## config.mk

```make
export PLATFORM = sky130hd
export DESIGN_NAME = riscv_core_fetch_pc_ctrl
export DESIGN_NICKNAME = d
export VERILOG_FILES = /design/src/rtl/riscv_core_pkg.sv /design/src/rtl/riscv_core_pc_target_mux.sv /design/src/rtl/riscv_core_fetch_pc_ctrl.sv
export SDC_FILE = /design/constraint.sdc
export NUM_CORES = 1
export LEC_CHECK = 0
export BUFFER_PORTS_ARGS = -buffer_cell sky130_fd_sc_hd__buf_2
export CORE_MARGIN = 2
export CORE_UTILIZATION = 30
export CTS_CLUSTER_SIZE = 16
export DETAILED_ROUTE_END_ITERATION = 8
export GPL_ROUTABILITY_DRIVEN = 0
export SYNTH_ARGS = -nofsm -noshare
export SYNTH_HDL_FRONTEND = slang
export SYNTH_SLANG_ARGS = --single-unit
export TNS_END_PERCENT = 1
```

## constraint.sdc

```tcl
create_clock -name i_clk -period 4.5 [get_ports i_clk]
set_input_delay 0.225 -clock i_clk [delete_from_list [all_inputs] [get_ports i_clk]]
set_output_delay 0.225 -clock i_clk [all_outputs]
set_load 0.1 [all_outputs]
```

## src/rtl/riscv_core_pkg.sv

```systemverilog
// Shared RV64I front-end types and defaults.
// Used by the fetch PC controller and its target mux.
package riscv_core_pkg;

  localparam int ADDRLEN = 64;
  localparam logic [63:0] RESET_VECTOR = 64'h0000_0000_8000_0000;
  localparam int INST_BYTES = 4;

  typedef enum logic [1:0] {
    BOOT,
    RUN,
    BUBBLE
  } fetch_pc_state_t;

  typedef enum logic [1:0] {
    SRC_SEQ,
    SRC_BP,
    SRC_MISPRED,
    SRC_TRAP
  } redirect_src_t;

endpackage

```

## src/rtl/riscv_core_pc_target_mux.sv

```systemverilog
// Priority select of the next fetch PC:
// trap > mispredict > taken prediction > sequential.
module riscv_core_pc_target_mux
  import riscv_core_pkg::*;
#(
  parameter int ADDRLEN    = riscv_core_pkg::ADDRLEN,
  parameter int INST_BYTES = riscv_core_pkg::INST_BYTES
) (
  input  logic               trap_valid,
  input  logic [ADDRLEN-1:0] trap_addr,
  input  logic               mispred_valid,
  input  logic [ADDRLEN-1:0] recovered_addr,
  input  logic               bp_take,
  input  logic [ADDRLEN-1:0] bp_addr,
  input  logic               advance,
  input  logic [ADDRLEN-1:0] cur_pc,
  output logic [ADDRLEN-1:0] next_pc,
  output redirect_src_t      src
);

  always_comb begin
    next_pc = cur_pc;
    src     = SRC_SEQ;
    if (trap_valid) begin
      next_pc = trap_addr;
      src     = SRC_TRAP;
    end else if (mispred_valid) begin
      next_pc = recovered_addr;
      src     = SRC_MISPRED;
    end else if (bp_take) begin
      next_pc = bp_addr;
      src     = SRC_BP;
    end else if (advance) begin
      // Wraps modulo 2^ADDRLEN by design.
      next_pc = cur_pc + ADDRLEN'(INST_BYTES);
    end
  end

endmodule

```

## src/rtl/riscv_core_fetch_pc_ctrl.sv

```systemverilog
// Fetch PC register, redirect sequencing and post-flush bubbles.
// Optional RISCV_CORE_FETCH_PC_PERF_CNT_EN adds redirect counters.
module riscv_core_fetch_pc_ctrl
  import riscv_core_pkg::*;
#(
  parameter int ADDRLEN = riscv_core_pkg::ADDRLEN,
  parameter logic [ADDRLEN-1:0] RESET_VECTOR =
    ADDRLEN'(riscv_core_pkg::RESET_VECTOR),
  parameter int INST_BYTES    = riscv_core_pkg::INST_BYTES,
  parameter int FLUSH_BUBBLES = 2
) (
  input  logic               i_clk,
  input  logic               i_rstn,
  input  logic               i_trap_valid,
  input  logic [ADDRLEN-1:0] i_trap_addr,
  input  logic               i_mispred_valid,
  input  logic [ADDRLEN-1:0] i_recovered_addr,
  input  logic               i_bp_valid,
  input  logic               i_bp_taken,
  input  logic [ADDRLEN-1:0] i_bp_addr,
  input  logic               i_fetch_ready,
  output logic               o_fetch_valid,
  output logic [ADDRLEN-1:0] o_fetch_pc,
  output logic               o_flush
`ifdef RISCV_CORE_FETCH_PC_PERF_CNT_EN
  ,
  output logic [31:0]        o_redirect_cnt,
  output logic [31:0]        o_bp_redirect_cnt
`endif
);

  localparam logic [3:0] BUBBLES = 4'(FLUSH_BUBBLES);

  fetch_pc_state_t    state_q, state_d;
  logic [3:0]         cnt_q, cnt_d;
  logic [ADDRLEN-1:0] pc_q;
  logic               flush_q;
  logic [ADDRLEN-1:0] next_pc;
  redirect_src_t      src;
  logic               fire;
  logic               bp_take;
  logic               hard;

  assign o_fetch_valid = (state_q == RUN);
  assign o_fetch_pc    = pc_q;
  assign o_flush       = flush_q;

  assign fire    = o_fetch_valid & i_fetch_ready;
  assign bp_take = fire & i_bp_valid & i_bp_taken;
  assign hard    = (src == SRC_TRAP) || (src == SRC_MISPRED);

  riscv_core_pc_target_mux #(
    .ADDRLEN    (ADDRLEN),
    .INST_BYTES (INST_BYTES)
  ) u_mux (
    .trap_valid     (i_trap_valid),
    .trap_addr      (i_trap_addr),
    .mispred_valid  (i_mispred_valid),
    .recovered_addr (i_recovered_addr),
    .bp_take        (bp_take),
    .bp_addr        (i_bp_addr),
    .advance        (fire),
    .cur_pc         (pc_q),
    .next_pc        (next_pc),
    .src            (src)
  );

  always_comb begin
    state_d = state_q;
    cnt_d   = cnt_q;
    if (hard) begin
      if (BUBBLES != 4'd0) begin
        state_d = BUBBLE;
        cnt_d   = BUBBLES;
      end else begin
        state_d = RUN;
        cnt_d   = 4'd0;
      end
    end else begin
      unique case (state_q)
        BOOT: state_d = RUN;
        RUN:  state_d = RUN;
        BUBBLE: begin
          if (cnt_q <= 4'd1) begin
            state_d = RUN;
            cnt_d   = 4'd0;
          end else begin
            cnt_d = cnt_q - 4'd1;
          end
        end
        default: state_d = BOOT;
      endcase
    end
  end

  always_ff @(posedge i_clk) begin
    if (!i_rstn) begin
      state_q <= BOOT;
      cnt_q   <= 4'd0;
      pc_q    <= RESET_VECTOR;
      flush_q <= 1'b0;
    end else begin
      state_q <= state_d;
      cnt_q   <= cnt_d;
      pc_q    <= next_pc;
      flush_q <= hard;
    end
  end

`ifdef RISCV_CORE_FETCH_PC_PERF_CNT_EN
  logic [31:0] redir_cnt_q;
  logic [31:0] bp_cnt_q;

  assign o_redirect_cnt    = redir_cnt_q;
  assign o_bp_redirect_cnt = bp_cnt_q;

  always_ff @(posedge i_clk) begin
    if (!i_rstn) begin
      redir_cnt_q <= 32'd0;
      bp_cnt_q    <= 32'd0;
    end else begin
      if (hard && (redir_cnt_q != 32'hFFFF_FFFF))
        redir_cnt_q <= redir_cnt_q + 32'd1;
      if ((src == SRC_BP) && (bp_cnt_q != 32'hFFFF_FFFF))
        bp_cnt_q <= bp_cnt_q + 32'd1;
    end
  end
`endif

endmodule

```

Yosys cells after proc, flatten, opt, wreduce, memory -nomap -nowiden
Index checks and enable logic that the tools add are counted.

Bitwise gates (word level): 4. Multiplexer cells: 13. Order comparisons: 1. Equal/unequal tests: 6. $add $sub $neg: 2. Reduce and logical (&&, ||, !) cells: 6.

Operators by type and width (number): 64-bit two-way mux (4); 64-bit by 3-bit adder with 64-bit output, second input constant (1); 2-bit two-way mux (6); 2-bit == test, second input constant (3); 4-bit by 1-bit less-or-equal comparator with 1-bit output, second input constant (1); 4-bit two-way mux (1); 2-bit one-hot mux with 2 select lines (1); 4-bit nonzero test (1); 2-bit OR reduction (2); 4-bit by 1-bit subtractor with 4-bit output, second input constant (1); 1-bit AND (3); 3-bit inequality test, second input constant (1); 2-bit by 1-bit == test with 1-bit output, second input constant (1); 2-bit logical NOT (1); 2-bit inequality test, second input constant (1); 2-bit nonzero test (1); 1-bit logical OR (1); 1-bit two-way mux (1); 1-bit NOT (1).

Input port bits: 199. Bits in registers: 71. Output and inout port bits: 66. Word-level logic and storage cells: 38.

Depth between registers and ports, before layout
Gate-level depths: netlist (run 1).

Depth after elaboration: 10. Gate-level depth with buffers: 9. Gate-level depth less buffers: 7.

Hierarchy
A second synthesis (run 1) with hierarchy kept.

Cell total of the unflattened synthesis: 754. Area total of the unflattened synthesis: 5420.2 µm².

By module, submodules not included: riscv_core_pc_target_mux (area an instance 3363.2 µm², cells an instance 579, sequential area each 0.0 µm², instances 1); riscv_core_fetch_pc_ctrl (area an instance 2057.0 µm², cells an instance 175, sequential area each 1421.4 µm², instances 1).

Least setup slack after synthesis (run 1)
No wires, ideal clock.

Path kind: register to register. From: register pc_q[22], in the netlist o_fetch_pc[22]. To: register pc_q[35], in the netlist o_fetch_pc[35]. Path buffers: 2. Slack: 1.495 ns. Setup time: 0.123 ns. Cell stages (with the launch flop): 9. Arrival time: 2.882 ns. Cell sequence: dfxtp_1 -> buf_4 -> and4_4 -> nand2_1 -> or4_1 -> clkbuf_1 -> o41a_1 -> o221ai_1 -> a21oi_1.

Cells in the longest elaborated chain, start to end: 5.

RTL lines: from (decl) (RTL line riscv_core_fetch_pc_ctrl.sv:36) `logic [ADDRLEN-1:0] pc_q;`; from (signal assigned) (RTL line riscv_core_fetch_pc_ctrl.sv:105) `pc_q <= next_pc;`; 64-bit by 3-bit adder with 64-bit output (RTL line riscv_core_pc_target_mux.sv:35) `next_pc = cur_pc + ADDRLEN'(INST_BYTES);`; 64-bit two-way mux (RTL line riscv_core_pc_target_mux.sv:33) `end else if (advance) begin`; 64-bit two-way mux (RTL line riscv_core_pc_target_mux.sv:30) `end else if (bp_take) begin`; 64-bit two-way mux (RTL line riscv_core_pc_target_mux.sv:27) `end else if (mispred_valid) begin`; 64-bit two-way mux (RTL line riscv_core_pc_target_mux.sv:24) `if (trap_valid) begin`.

No other way between the ends. The select of a mux whose other input is x is not followed. A chain may end at the register's enable or synchronous reset.

Final worst setup path (run 1)
From: register pc_q[4], in the netlist o_fetch_pc[4]. To: register pc_q[45], in the netlist o_fetch_pc[45].

The elaborated chain is that of the path after synthesis.

==> results.md, run 1 <==
- # Max-Cap Violations: 0
- Number of input and output port buffers inserted: 264
- Most frequent cells in the layout: buf_2 (264), nand2_1 (112), a21oi_1 (74)
- Aggregate global routing overflow: 0
- Total core area: 18,500 um2
- Proportion of netlist area held by the largest area contributor: 25.3%
- R2r endpoint: o_fetch_pc[45]
- Highest ir drop seen on vdd: 0.168 mV
- Clock-pin slew on the worst setup and hold paths: 60 ps
- Post-Route Skew: 4.07 ps
- Distinct cell type count after synthesis: 72
- Top-level port count: 265
- Final #Nets: 1,214
- Worst setup path start: o_fetch_pc[4]
- Synth Warn #: 0
- Later-pin clock latency in the skew report: 340 ps
- RSZ-0062 raised after global routing: no
- Clock tree from TritonCTS: built
- Result of the run: completed
- Routed wire length: 25,200 um
- Worst path top cell family by delay: simple AND/OR/NAND/NOR gates
- DRT antenna net count: 0
- Count of filler cells inserted in the layout: 2,019
- Layout cell share with drive strength beyond 1: 31.8%
- Number of remaining DRC errors: 0
- # Post-CTS Setup Buffers: 0
- Post-synthesis async set-or-reset flop share: 0%
- Vias in the first global route: 6,718
- Worst path cell trace: and4_1 > nand4_4 > nor4_1 > nand4_1 > xnor2_1 > a32o_1
- Final Hold Viols: 0
- Hold bufs inserted after CTS: 0
- Number of max-slew violations in the final report: 0
- Flip-flop and latch count after synthesis: 71
- Initial cell density of the core: 30.3%
- Wire length per cell after detailed routing: 20.2 um
- Initial detailed-routing violation count: 649
- Per-instance average area after synthesis: 7.21 um2
- Part of the Yosys area used for sequential elements: 25.3%
- Worst reg2reg path startpoint: o_fetch_pc[4]
- Period Utilization, post-route: 58.8%
- Type of element capturing the critical path: flop
- Die footprint: 19,800 um2
- Final-layout worst hold slack: 147 ps
- Leading cell type in the layout, fill and taps excluded: buf_2
- Startpoint types: flop
- Number of cells traversed by the worst register-to-register path: 6
- Worst min-delay path startpoint: i_trap_addr[50]
- Cells resized by post-CTS repair: 0
- Global-route wire length before repair: 37,900 um
- Worst path arrival time: 2880 ps
- FP Rows: 50
- Max Root-Sink Buffers: 2
- Highest attainable clock frequency: 0.378 GHz
- Die extent in x: 141 um
- Flop2flop setup slack: 1850 ps
- Yosys top cell by area: dfxtp_1
- Die height: 141 um
- Syn nets: 981
- Total vias in the final route: 7,177
- Setup violations, final: 0
- Number of antenna violations at the first check in global routing: 0
- Shortest clock period the worst path allows after layout: 2650 ps
- DP HPWL: 18,800 um
- Post-synth design cell area: 5620 um2
- Cell count along the critical path: 6
- Largest fanout of any net on the critical path: 7
- Capture point of the worst path: o_fetch_pc[45]
- Vias per cell: 5.74
- H-tree level count: 3
- Actual transition at the worst max-transition pin: 1020 ps
- Maximum number of pins on one net before global-route repair: 62
- Sink Count: 71
- Required time worst endpoint: 4740 ps
- Cell types occupying the most area after synthesis: dfxtp_1 (25%), nand2_1 (7.5%), a21oi_1 (6.6%)
- CTS buffer count: 9
- Category of the critical setup timing path: flop to flop
- Root buffer selected by CTS: clkbuf_16
- Cell count after placement: 1,235
- Pre-Repair DR Iteration Count: 5
- Gate Count Post-Synth: 779
- Crit path buf inv count: 0
- Power Dens Cells: 305 nW/um2
- Leak Pwr: 3.12 nW
- Count of antenna diodes in the layout: 0
- Cell type of the slowest stage on the worst timing path: nor4_1
- Worst slew margin: 31.3%
- EDFF count, synth: 0
- Total power after layout: 2.24 mW
- Min-Delay Path Class: input port to flop
- Total GRT Usage: 24.7%
- Setup TNS: 0 ps
- Filler-free cell count of the finished design: 1,250
- Top flip-flop cell by instance count after synthesis: dfxtp_1
- Worst stage delay on the critical path: 810 ps
- Area growth from synthesis to final layout: 30.9%
==> cell families after synthesis <==
group / share of synthesized area (%)
AO/OA/AOI/OAI: 34.2
adder cells (fa/ha/maj): 0.669
buffers and inverters: 6.62
multiplexers: 0.713
AND/OR/NAND/NOR: 28.8
XOR/XNOR: 3.74
flip-flops: 25.3
==> flip-flops by register name, indices dropped and copies added, names as in the netlist <==
signal / cells
cnt_q: 4
o_fetch_pc: 64
o_flush: 1
state_q: 2
==> synthesized netlist by cell type (all sizes together), types with 5 or more instances <==
| cell | number |
|---|---|
| or4 | 5 |
| inv | 19 |
| a21oi | 74 |
| o221a | 5 |
| clkbuf | 50 |
| nor3 | 28 |
| o22ai | 7 |
| and2 | 6 |
| nand4 | 22 |
| a221oi | 11 |
| o211ai | 16 |
| a22o | 16 |
| o221ai | 17 |
| and4 | 11 |
| nor2 | 40 |
| a31oi | 10 |
| nor4 | 12 |
| nand2 | 114 |
| buf | 9 |
| xnor2 | 10 |
| and3 | 11 |
| xor2 | 14 |
| or3 | 9 |
| nand3 | 36 |
| dfxtp | 71 |
| nand2b | 8 |
| a22oi | 16 |
| a211oi | 11 |
| o21ai | 64 |
==> power by group <==
| group | internal [mW] | switching [mW] |
|---|---|---|
| sequential | 0.680 | 0.0782 |
| clock | 0.417 | 0.282 |
| combinational | 0.207 | 0.582 |
| total | 1.30 | 0.942 |
==> worst min path at each step <==
stage               cells after the start              to  slack, ps
finish                                  3  o_fetch_pc[50]        150
global route                            3  o_fetch_pc[10]        160
CTS                                     3  o_fetch_pc[50]        130
detailed placement                      2   o_fetch_pc[0]        450
global placement                        2   o_fetch_pc[0]        450
floorplan                               2  o_fetch_pc[50]        380
==> worst register-to-register path: cells and delay by family, from the launching register on <==
family | cells | cell delay, ps
AND/OR/NAND/NOR | 4 | 1680
flip-flops | 1 | 420
XOR/XNOR | 1 | 180
AO/OA/AOI/OAI | 1 | 250
==> metal layers <==
metal | global-route usage [%] | up-vias | routed length, um
met2 | 39.9 | 357 | 11600
met4 | 8.68 | 0 | 555
met1 | 33.1 | 3346 | 11000
li1 | - | 3436 | -
met5 | 0 | - | 0
met3 | 4.52 | 38 | 2110
==> per-stage QoR <==
stage	instance area [um2]	worst slack, ps	util [%]
final	7350	1850	39.7
after CTS	7350	1780	39.7
after floorplan	5620	1500	-
after global routing	7350	1510	39.7
after global placement	7070	1850	38.2
after detailed placement	7070	1790	38.2
==> cell type report <==
class | instances | area, um2 | area share [%]
Clock buffer | 15 | 278 | 3.78
Timing Repair Buffer | 281 | 1450 | 19.7
Tap cell | 234 | 293 | 3.98
Inverter | 20 | 75.1 | 1.02
Multi-Input combinational cell | 629 | 3840 | 52.2
Sequential cell | 71 | 1420 | 19.3
Power figures use the tool's default switching activity.
==> inputs of run 2 (changes only) <==
Settings changed: ABC_AREA from default to 1.
Clock period 4.5 ns to 2.4 ns, I/O delays scaled along.
==> results.md, run 2 <==
- Net switching fraction of the power: 44.3%
- Die height: 149 um
- Proportion of power drawn by the clock network: 30.5%
- Power spent charging and discharging nets: 1.90 mW
- Largest fanout of any net on the critical path: 6
- Cells resized by post-CTS repair: 0
- Hold bufs inserted after CTS: 0
- EDFF count, synth: 0
- Final-layout worst hold slack: 51.2 ps
- Cell types occupying the most area after synthesis: dfxtp_1 (22%), nand2_1 (17%), nor2_1 (12%)
- Setup violations, final: 0
- Area of the multi-input gates: 4420 um2
- Post-synthesis async set-or-reset flop share: 0%
- Global-route wire length before repair: 40,700 um
- Sequential fraction of design power: 33.2%
- RSZ-0062 raised after global routing: no
- Number of input and output port buffers inserted: 264
- Period Utilization, post-route: 85.7%
- Final Hold Viols: 0
- Actual transition at the worst max-transition pin: 871 ps
- Total vias in the final route: 8,163
- Final #Nets: 1,547
- Design internal power: 2.39 mW
- H-tree level count: 3
- Per-instance average area after synthesis: 5.75 um2
- Distinct cell type count after synthesis: 36
- Highest ir drop seen on vdd: 0.276 mV
- Crit path buf inv count: 0
- DRT antenna net count: 0
- Pre-Repair DR Iteration Count: 5
- Leak Pwr: 3.91 nW
- Max Root-Sink Buffers: 2
- Worst path cell trace: nand3_1 > nor2_1 > nand3_1 > nor2_1 > nand3_1 > nand3_1 > nand2_1 > nand2_1 > nand2_1 > a21oi_1
- Worst path top cell family by delay: simple AND/OR/NAND/NOR gates
- Layout cell share with drive strength beyond 1: 28.1%
- Gate Count Post-Synth: 1,102
- Aggregate global routing overflow: 0
- Post-synth design cell area: 6330 um2
- # Max-Cap Violations: 0
- Number of max-slew violations in the final report: 0
- Total GRT Usage: 23.6%
- Most instantiated cells after synthesis: nand2_1 (289), nor2_1 (199), a21oi_1 (107), o21ai_0 (103), dfxtp_1 (71)
- Yosys top cell by area: dfxtp_1
- Final worst-path setup slack: 342 ps
- Number of antenna violations at the first check in global routing: 1
- Top flip-flop cell by instance count after synthesis: dfxtp_1
- Clock-pin slew on the worst setup and hold paths: 70 ps
- Area growth from synthesis to final layout: 30.1%
- Later-pin clock latency in the skew report: 350 ps
- Synth Warn #: 0
- Type of element capturing the critical path: flop
- Vias per cell: 5.02
- Initial cell density of the core: 30.3%
- Final core area utilization: 39.4%
- Startpoint types: flop
- Setup TNS: 0 ps
- Cell type of the slowest stage on the worst timing path: dfxtp_1
- FP Rows: 53
- Top-level port count: 265
- Most frequent cells in the layout: nand2_1 (288), buf_2 (264), nor2_1 (199)
- Wire length per cell after detailed routing: 16.4 um
- Fraction of power consumed by combinational cells: 36.3%
- Syn nets: 1,304
- Flip-flop and latch count after synthesis: 71
- Seq. cell area: 1420 um2
- CTS buffer count: 9
- Number of remaining DRC errors: 0
- Count of filler cells inserted in the layout: 2,338
- Cell seen most often among critical-path stages: nand3_1
- Required time worst endpoint: 2680 ps
- Leading cell type in the layout, fill and taps excluded: nand2_1
- # Post-CTS Setup Buffers: 0
- Clock tree from TritonCTS: built
- Worst path arrival time: 2330 ps
- Power Dens Cells: 521 nW/um2
- Category of the critical setup timing path: flop to flop
- Initial detailed-routing violation count: 495
- Number of flip-flops under the largest register name: 64
- Post-Place Setup Slack: 369 ps
- Worst slew margin: 41.9%
- Post-Route Skew: 8.17 ps
- Total core area: 20,900 um2
- Cell with the most instances after synthesis: nand2_1
- Flop2flop setup slack: 340 ps
- Min-Delay Path Class: input port to flop
- Die extent in x: 149 um
- Vias in the first global route: 7,500
- Highest attainable clock frequency: 0.486 GHz
- Sink Count: 71
- Maximum number of pins on one net before global-route repair: 94
- Proportion of netlist area held by the largest area contributor: 22.5%
- Routed wire length: 26,600 um
- Shortest clock period the worst path allows after layout: 2060 ps
- DP HPWL: 21,300 um
- Worst stage delay on the critical path: 430 ps
- Root buffer selected by CTS: clkbuf_16
- Die footprint: 22,300 um2
- Part of the Yosys area used for sequential elements: 22.5%
- Result of the run: completed
==> run 2: changes by cell type in the layout (fill, tap and decap cells not counted), sizes merged, moves of 28 or more <==
cell / previous run / this run
nor2: 40 / 218
nand2: 114 / 305
inv: 19 / 70
o21ai: 64 / 105
a21oi: 74 / 111
or2: 2 / 30
nor3: 28 / 0
==> run 2: layer usage <==
layer / track usage, % / up-vias / share of wire [%]
li1: - / 4121 / -
met1: 30.5 / 3679 / 44
met2: 38.7 / 310 / 45
met3: 5.57 / 53 / 7.6
met4: 8.19 / 0 / 3.1
met5: 0 / - / 0
==> run 2: final timing paths <==
kind / startpoint / to / cells past startpoint
setup / recovery: o_fetch_pc[4] / o_fetch_pc[47] / 10
hold reg to reg: state_q[0] / state_q[0] / 1
hold / removal: i_trap_addr[12] / o_fetch_pc[12] / 3
setup reg to reg: o_fetch_pc[4] / o_fetch_pc[47] / 10
==> run 2: metrics by stage <==
stage	area [um2]	total power, mW	cells
after CTS	8230	4.31	1625
final	8240	4.29	1626
after floorplan	6330	2.55	1102
after detailed placement	7950	3.01	1609
after global routing	8230	4.49	1625
after global placement	7950	3.00	1609
==> run 2: final cells by class <==
class                   instances  area share [%]
inverters                      70            3.19
clock buffers                   9            2.73
repair buffers                287            18.3
diodes                          1          0.0304
flip-flops and latches         71            17.3
clock inverters                 7           0.668
multi-input cells             906            53.6
well taps                     275            4.18
==> run 2: kinds of logic (layout without fill, tap and decap cells) <==
family          count (synthesis)  in the layout  synth area share [%]
fa+ha+maj                       3              3                 0.593
xor+xnor                       21             21                  2.91
other cells                     0              1                     0
flops                          71             71                  22.5
buf+inv                       125            373                  7.83
simple gates                  613            613                  42.1
compound gates                269            269                  24.1
==> run 2: worst register-to-register path, delay by kind of cell, from the launching register on <==
family	cells	cell delay (ps)
AND/OR/NAND/NOR	9	1430
flip-flops	1	430
AO/OA/AOI/OAI	1	110
==> run 2: power by group through the flow <==
stage | Sequential (mW) | Combinational, mW | Clock [mW]
3_5_place_dp | 1.45 | 1.56 | 0
5_1_grt | 1.45 | 1.67 | 1.37
3_3_place_gp | 1.45 | 1.56 | 0
6_report | 1.43 | 1.56 | 1.31
2_1_floorplan | 2.08 | 0.466 | 0
4_1_cts | 1.43 | 1.56 | 1.32
==> inputs of run 3 (changes only) <==
Settings changed: ABC_AREA 1 to default, CORE_ASPECT_RATIO from default to 1.4, SYNTH_HIERARCHICAL from default to 1.
==> results.md, run 3 <==
- Worst path arrival time: 2660 ps
- Actual transition at the worst max-transition pin: 750 ps
- Vias per cell: 5.25
- Final worst-path setup slack: 23.0 ps
- Largest fanout of any net on the critical path: 14
- DP HPWL: 18,400 um
- Highest attainable clock frequency: 0.421 GHz
- Sequential fraction of design power: 32.7%
- Clock tree from TritonCTS: built
- Top-level port count: 265
- Count of filler cells inserted in the layout: 1,928
- Seq. cell area: 1430 um2
- Result of the run: completed
- Final #Nets: 1,276
- Gate Count Post-Synth: 753
- Initial cell density of the core: 30.3%
- Startpoint types: flop
- Required time worst endpoint: 2680 ps
- Area growth from synthesis to final layout: 48.7%
- Die height: 163 um
- H-tree level count: 3
- Period Utilization, post-route: 99.0%
- Root buffer selected by CTS: clkbuf_16
- Type of element capturing the critical path: flop
- Min-Delay Path Class: input port to flop
- Global-route track usage on met2: 42.3%
- Pre-Repair DR Iteration Count: 5
- Total GRT Usage: 23.0%
- Net switching fraction of the power: 39.2%
- CTS buffer count: 9
- Die footprint: 19,200 um2
- Number of remaining DRC errors: 0
- Number of flip-flops under the largest register name: 64
- Worst setup path start: state_q[0]
- Routed wire length: 22,900 um
- Final-layout worst hold slack: 95.6 ps
- Fraction of power consumed by combinational cells: 35.3%
- Layout cell share with drive strength beyond 1: 38.9%
- Category of the critical setup timing path: flop to flop
- Cell count after placement: 1,303
- Capture point of the worst path: o_fetch_pc[49]
- Initial detailed-routing violation count: 316
- Filler-free cell count of the finished design: 1,320
- Global-route met1 utilization: 27.1%
- Worst reg2reg path startpoint: state_q[0]
- Total power after layout: 4.07 mW
- Power Dens Cells: 505 nW/um2
- Number of input and output port buffers inserted: 264
- Per-instance average area after synthesis: 7.19 um2
- Power spent charging and discharging nets: 1.60 mW
- Clock-pin slew on the worst setup and hold paths: 60 ps
- Number of antenna violations at the first check in global routing: 1
- Sink Count: 71
- Total core area: 17,900 um2
- Syn nets: 955
- Die extent in x: 118 um
- Number of max-slew violations in the final report: 0
- Wire length per cell after detailed routing: 17.4 um
- Leak Pwr: 3.49 nW
- Setup violations, final: 0
- Synth Warn #: 6
- Most frequent cells in the layout: buf_2 (264), buf_4 (96), nand2_1 (82)
- Post-synth design cell area: 5420 um2
- Hold bufs inserted after CTS: 0
- Post-Place Setup Slack: -177 ps
- Proportion of power drawn by the clock network: 32.1%
- Shortest clock period the worst path allows after layout: 2380 ps
- Setup TNS: 0 ps
- Final Hold Viols: 0
- Busiest layer in global routing: met2
- Vias in the first global route: 6,580
- Area of the multi-input gates: 3810 um2
- Post-Route Skew: 12.0 ps
- Highest ir drop seen on vdd: 0.322 mV
- FP Rows: 58
- Number of cells traversed by the worst register-to-register path: 9
- Met3 Usage GRT: 3.89%
- # Max-Cap Violations: 0
- RSZ-0062 raised after global routing: yes
- Leading cell type in the layout, fill and taps excluded: buf_2
- Aggregate global routing overflow: 0
- Max Root-Sink Buffers: 2
- Later-pin clock latency in the skew report: 340 ps
- DRT antenna net count: 0
- Flop2flop setup slack: 20 ps
- Total vias in the final route: 6,931
- Worst slew margin: 50.0%
- Design internal power: 2.47 mW
- R2r endpoint: o_fetch_pc[49]
- Maximum number of pins on one net before global-route repair: 47
- Global-route wire length before repair: 35,000 um
## run 3: power by group through the flow
stage                     logic (mW)  registers, mW  clock network (mW)
after floorplan                0.377           1.92                   0
after global placement          1.43           1.35                   0
after detailed placement        1.43           1.35                   0
after CTS                       1.44           1.33                1.33
after global routing            1.53           1.34                1.38
final                           1.44           1.33                1.31
## run 3: worst max-delay path, cell delays in order (launching register included)
cell and delay [ps]:
dfxtp_2 330, nor2b_4 130, and2_4 150, nand4_1 120, or3_4 380, or3_4 350, buf_8 150, or4_4 400
a31oi_1 170, and2_1 140
## run 3: final cells by class
cell class | count | area share, %
Antenna cell | 1 | 0.0311
Clock buffer | 12 | 3.18
Clock inverter | 4 | 0.357
Inverter | 17 | 0.792
Multi-Input combinational cell | 608 | 47.3
Sequential cell | 71 | 17.8
Tap cell | 240 | 3.73
Timing Repair Buffer | 367 | 26.8
## run 3: metal layers
| metal | wire (um) | part of all wire (%) |
|---|---|---|
| met5 | 0 | 0 |
| met4 | 604 | 2.6 |
| met3 | 1340 | 5.8 |
| met2 | 11800 | 52 |
| met1 | 9160 | 40 |
## run 3: metrics by stage
step,instance area [um2],util (%)
4_1_cts,7980,44.7
6_report,8050,45.1
5_1_grt,8050,45.1
3_5_place_dp,7660,42.9
2_1_floorplan,5460,-
3_3_place_gp,7660,42.9
## run 3: worst min-delay path by stage
| stage | from | to | cells after the start |
|---|---|---|---|
| global placement | i_trap_addr[1] | o_fetch_pc[1] | 4 |
| floorplan | i_trap_addr[5] | o_fetch_pc[5] | 2 |
| global route | i_trap_addr[1] | o_fetch_pc[1] | 4 |
| finish | i_trap_addr[1] | o_fetch_pc[1] | 4 |
| detailed placement | i_trap_addr[1] | o_fetch_pc[1] | 4 |
| CTS | i_trap_addr[1] | o_fetch_pc[1] | 4 |
## run 3: what timing repair did
action / in CTS / in global routing
hold endpoints to repair: 0 / 0
pin swaps: 2 / 11
endpoints found under the setup margin: 17 / 46
buffers inserted: 0 / 0
gates resized for setup: 7 / 17
cloned: 0 / 0
